File: src/rtl/rs232_tx.sv
// rs232_tx: UART transmitter. One-entry holding register on a valid/ready
// handshake feeds a shifter that sends start, 8 data, optional parity and
// 1 or 2 stop bits. A byte queued mid-frame goes out with no idle gap.
module rs232_tx #(
  parameter int CLKS_PER_BIT = 434,
  parameter int N_BIT_STOP   = 1,
  parameter int PARITY_BIT   = 0,
  parameter int PARITY_ODD   = 0,
  parameter int MSB_FIRST    = 0
) (
  input  logic       clk_in,
  input  logic       rst_in,
  input  logic [7:0] data_in,
  input  logic       valid_in,
  output logic       ready_out,
  output logic       txd_out,
  output logic       busy_out
);

  localparam int BAUD_W = (CLKS_PER_BIT < 2) ? 1 : $clog2(CLKS_PER_BIT);

  // Reject parameter sets the frame sequencer cannot honour.
  if (N_BIT_STOP < 1 || N_BIT_STOP > 2) begin : g_bad_stop
    $error("rs232_tx: N_BIT_STOP must be 1 or 2");
  end
  if (CLKS_PER_BIT < 2) begin : g_bad_cpb
    $error("rs232_tx: CLKS_PER_BIT must be >= 2");
  end

  typedef enum logic [2:0] {IDLE, START, DATA, PARITY, STOP} state_t;

  state_t              r_state;
  logic [BAUD_W-1:0]   r_baud;
  logic [2:0]          r_bitcnt;
  logic [7:0]          r_hold;
  logic                r_hold_full;
  logic [7:0]          r_shift;
  logic                r_par;
  logic                r_txd;

  logic                w_baud_last;
  logic                w_stop_done;
  logic                w_load;
  logic                w_bit;

  assign w_baud_last = (r_baud == BAUD_W'(CLKS_PER_BIT - 1));
  assign w_stop_done = w_baud_last && (r_bitcnt == 3'(N_BIT_STOP - 1));
  // The shifter reloads from an idle line, or straight out of the last stop cycle.
  assign w_load      = r_hold_full &&
                       ((r_state == IDLE) || ((r_state == STOP) && w_stop_done));
  assign w_bit       = (MSB_FIRST != 0) ? r_shift[7] : r_shift[0];

  assign ready_out = !r_hold_full;
  assign txd_out   = r_txd;
  assign busy_out  = (r_state != IDLE) || r_hold_full;

  // Handshake capture plus frame sequencer; txd is registered at each bit boundary.
  always_ff @(posedge clk_in or posedge rst_in) begin
    if (rst_in) begin
      r_state     <= IDLE;
      r_baud      <= '0;
      r_bitcnt    <= '0;
      r_hold      <= '0;
      r_hold_full <= 1'b0;
      r_shift     <= '0;
      r_par       <= 1'b0;
      r_txd       <= 1'b1;
    end else begin
      // A draining edge never accepts: ready was low on that edge.
      if (w_load) begin
        r_hold_full <= 1'b0;
        r_shift     <= r_hold;
        r_par       <= (^r_hold) ^ 1'(PARITY_ODD);
      end else if (valid_in && !r_hold_full) begin
        r_hold      <= data_in;
        r_hold_full <= 1'b1;
      end

      case (r_state)
        IDLE: begin
          r_baud   <= '0;
          r_bitcnt <= '0;
          r_txd    <= 1'b1;
          if (r_hold_full) begin
            r_state <= START;
            r_txd   <= 1'b0;
          end
        end
        START: begin
          if (w_baud_last) begin
            r_baud   <= '0;
            r_bitcnt <= '0;
            r_state  <= DATA;
            r_txd    <= w_bit;
            r_shift  <= (MSB_FIRST != 0) ? {r_shift[6:0], 1'b0} : {1'b0, r_shift[7:1]};
          end else begin
            r_baud <= r_baud + 1'b1;
          end
        end
        DATA: begin
          if (w_baud_last) begin
            r_baud <= '0;
            if (r_bitcnt == 3'd7) begin
              r_bitcnt <= '0;
              if (PARITY_BIT != 0) begin
                r_state <= PARITY;
                r_txd   <= r_par;
              end else begin
                r_state <= STOP;
                r_txd   <= 1'b1;
              end
            end else begin
              r_bitcnt <= r_bitcnt + 1'b1;
              r_txd    <= w_bit;
              r_shift  <= (MSB_FIRST != 0) ? {r_shift[6:0], 1'b0} : {1'b0, r_shift[7:1]};
            end
          end else begin
            r_baud <= r_baud + 1'b1;
          end
        end
        PARITY: begin
          if (w_baud_last) begin
            r_baud   <= '0;
            r_bitcnt <= '0;
            r_state  <= STOP;
            r_txd    <= 1'b1;
          end else begin
            r_baud <= r_baud + 1'b1;
          end
        end
        STOP: begin
          if (w_baud_last) begin
            r_baud <= '0;
            if (w_stop_done) begin
              r_bitcnt <= '0;
              if (r_hold_full) begin
                r_state <= START;
                r_txd   <= 1'b0;
              end else begin
                r_state <= IDLE;
                r_txd   <= 1'b1;
              end
            end else begin
              r_bitcnt <= r_bitcnt + 1'b1;
            end
          end else begin
            r_baud <= r_baud + 1'b1;
          end
        end
        default: begin
          r_state <= IDLE;
          r_txd   <= 1'b1;
        end
      endcase
    end
  end

endmodule

File: config.mk
export PLATFORM = sky130hd
export DESIGN_NAME = rs232_tx
export DESIGN_NICKNAME = d
export VERILOG_FILES = /design/src/rtl/rs232_tx.sv
export SDC_FILE = /design/constraint.sdc
export NUM_CORES = 1
export LEC_CHECK = 0
export BUFFER_PORTS_ARGS = -buffer_cell sky130_fd_sc_hd__buf_2
export CELL_PAD_IN_SITES_DETAIL_PLACEMENT = 1
export CELL_PAD_IN_SITES_GLOBAL_PLACEMENT = 2
export CORE_ASPECT_RATIO = 0.9
export CORE_UTILIZATION = 41
export DETAILED_ROUTE_END_ITERATION = 10
export MAX_ROUTING_LAYER = met4
export PLACE_DENSITY_LB_ADDON = 0.1
export SETUP_SLACK_MARGIN = 0.4
export SLEW_MARGIN = 20
export SYNTH_ARGS = -nofsm -noshare
export SYNTH_HDL_FRONTEND = slang
export SYNTH_SLANG_ARGS = --single-unit
File: constraint.sdc
create_clock -name clk_in -period 3.7 [get_ports clk_in]
set_clock_uncertainty 0.05 [all_clocks]
set_input_delay 0.185 -clock clk_in [delete_from_list [all_inputs] [get_ports clk_in]]
set_output_delay 0.185 -clock clk_in [all_outputs]
set_load 0.01 [all_outputs]
==> metrics.cfg <==
[clocking]
htreeDepth = 2
path_clk_slew_ns = 0.07
clk_latency_ns = 0.29
cts.sink_count = 33
cts_resized = 0
post-cts-setup-buffers = 0
tritoncts = yes
cts_max_path_buffers = 2
numCtsBuffers = 5
ctsRootBufferMaster = clkbuf_8

[synthesis]
synthTopCellsByArea = dfrtp_1 (45%), mux2_2 (5.6%), nor2_1 (4.0%), mux2i_1 (3.9%), ha_1 (3.5%)
synth_warnings = 0
yosysTopAreaCell = dfrtp_1
synthCells = 175
syn_area_per_cell_sq_um = 10.3
syn_nets = 191
synth-main-ff-cell = dfrtp_1
synth-seq-cells = 33
syn-cell-area_sq_mm = 0.00179
synth_top_cell_area_share = 0.446
synth_edf_count = 0
async_reset_ff_frac = 1.00
synth.yosys.seq_area_share = 0.461
synth_cell_types = 47

[floorplan]
fp.dieArea_sq_mm = 0.00464
start_util = 0.435
placementRows = 22
die_w_microns = 71.7
die_h_microns = 64.8
pin_count = 14
core_area_sq_mm = 0.00413

[sta]
clock.fmax_mhz = 454
fin_crit_ns = 2.20
tns_ns = 0
layout_setup_ws_ns = 1.50
fin_crit_sh = 0.595
slew_viol_final = 0
rsz0062_at_grt = false
worstMarginPinSlew_ns = 0.831
max_slew_margin = 0.442
finalHoldViolations = 0
setup_violations = 0

[pwr]
leakage_uw = 0.000947
power_density_mw_per_mm2 = 616
ir_drop_mv = 0.327
design_power_total_uw = 1230

[detailed_routing]
dr.pass1.iters = 4
dr.first_iter.drc_count = 53
viasPerCell = 5.71
ant_nets = 0
routed_wl_microns = 4130
routed-via-count = 1359
wire_per_inst_microns = 17.3
drc_errors = 0

[run_status]
status = finished clean

[setup_path]
crit_path_max_fanout = 10
cp.required_ns = 3.85
cp_top_family = compound AO/OA/AOI/OAI gates
cp-start-kind = flop
path_cells = nand4bb_1, o31ai_2, a32oi_1, mux2i_1
worst_path_largest_cell_delay_ns = 0.84
slowest_stage = o31ai_2
critPathBufInv = 0
critPathCaptureType = flop
worstSetupPathType = reg2reg
arrival_ns = 2.36

[worst_hold_path]
worstHoldPathType = in2reg

[finish]
fillCellCount = 469
nets = 205
final_cell_count_no_fill = 238
fin_area_sq_mm = 0.00200
drive_gt1_frac = 0.195
antenna_cells = 0
syn_to_final_growth_pct = 11.7

[placed_design]
port_buffers = 13
detailed_place.area_sq_mm = 0.00189
dpl.cell_count = 229
place_congestion = 0.747
hpwl_microns = 2840
pre_cts_ws_ns = 1.55

[global_route]
grt_max_degree = 34
grt_pass1_vias = 1428
grt.overflow.total = 0
antenna_found_initial = 0
grt_pass1_wl_microns = 7150
track_usage = 0.213

[flow_run]
cap_violations = 0

==> final cells by class <==
| cell class | instances | area [sq um] | share of cell area |
|---|---|---|---|
| Timing Repair Buffer | 15 | 82.6 | 0.0412 |
| Inverter | 13 | 48.8 | 0.0243 |
| Multi-Input combinational cell | 121 | 885 | 0.441 |
| Clock buffer | 7 | 96.3 | 0.0481 |
| Sequential cell | 33 | 827 | 0.413 |
| Clock inverter | 1 | 5.00 | 0.00250 |
| Tap cell | 48 | 60.1 | 0.0300 |
==> layer usage <==
| layer | vias up | share of wire | global-route usage |
|---|---|---|---|
| li1 | 655 | - | - |
| met5 | - | 0 | - |
| met2 | 16 | 0.47 | 0.321 |
| met3 | 4 | 0.030 | 0.0607 |
| met4 | 0 | 0.0075 | 0.0662 |
| met1 | 684 | 0.49 | 0.279 |
==> worst reg2reg max path, stage by stage, from the launching register on <==
cell,delay [ns]
dfrtp_1,0.41
nand4bb_1,0.42
o31ai_2,0.84
a32oi_1,0.22
mux2i_1,0.19
==> logic make-up (layout without fill, tap and decap cells) <==
family | after synthesis | in the layout | synth area share
compound gates | 31 | 31 | 0.131
xor+xnor | 8 | 8 | 0.0391
simple gates | 59 | 59 | 0.181
buf+inv | 21 | 36 | 0.0460
mux | 16 | 16 | 0.0955
flops | 33 | 33 | 0.461
fa+ha+maj | 7 | 7 | 0.0460
==> what timing repair did <==
item                                    in CTS  in global routing
hold buffers                                 1                  0
endpoints found under the setup margin       0                  0
hold endpoints to repair                    32                  0
==> flip-flops by register name, indices dropped and copies added, names as in the netlist <==
name and count:
r_baud 9, r_hold 8, r_shift 8, r_bitcnt 3, r_state 3, r_hold_full 1, txd_out 1
==> power by group <==
group / switching [uW] / total [uW] / internal [uW]
clock: 134 / 302 / 168
sequential: 92.2 / 582 / 490
combinational: 174 / 351 / 177
total: 400 / 1230 / 835
==> Yosys cell counts (3+ instances only) <==
library cell,n
inv_1,13
mux2_2,9
nor2_1,19
ha_1,5
xor2_1,7
nand2_1,10
clkbuf_1,4
mux2i_1,7
o21ai_0,6
nand2b_1,4
a32oi_1,7
buf_2,3
dfrtp_1,32
a21oi_1,3
nand4_1,4
a32o_1,3
==> cells in the final DEF, fill, tap and decap left out, drive strengths merged, types with 7 or more instances in the layout <==
cell type / n
dfrtp: 32
mux2i: 7
mux2: 9
buf: 14
xor2: 7
o21ai: 7
a32oi: 7
nand2: 10
inv: 13
clkbuf: 7
nor2: 19
==> per-stage QoR <==
| stage | hold slack (ns) | util |
|---|---|---|
| 5_1_grt | 0.0742 | 0.485 |
| 3_3_place_gp | 0.251 | 0.458 |
| 4_1_cts | 0.0685 | 0.485 |
| 2_1_floorplan | 0.263 | - |
| 3_5_place_dp | 0.257 | 0.458 |
| 6_report | 0.0746 | 0.485 |
==> final timing paths <==
path,startpoint,to,slack (ns),cells past startpoint
worst min-delay path,data_in[5],r_hold[5],0.07,2
worst max register to register,r_baud[2],r_shift[0],1.50,4
worst min register to register,r_shift[7],r_shift[6],0.46,2
min in group asynchronous,rst_in,r_baud[7],0.49,4
worst max-delay path,r_baud[2],r_shift[0],1.50,4
max in group asynchronous,rst_in,txd_out,2.76,4
(Power assumes the default switching activity.)
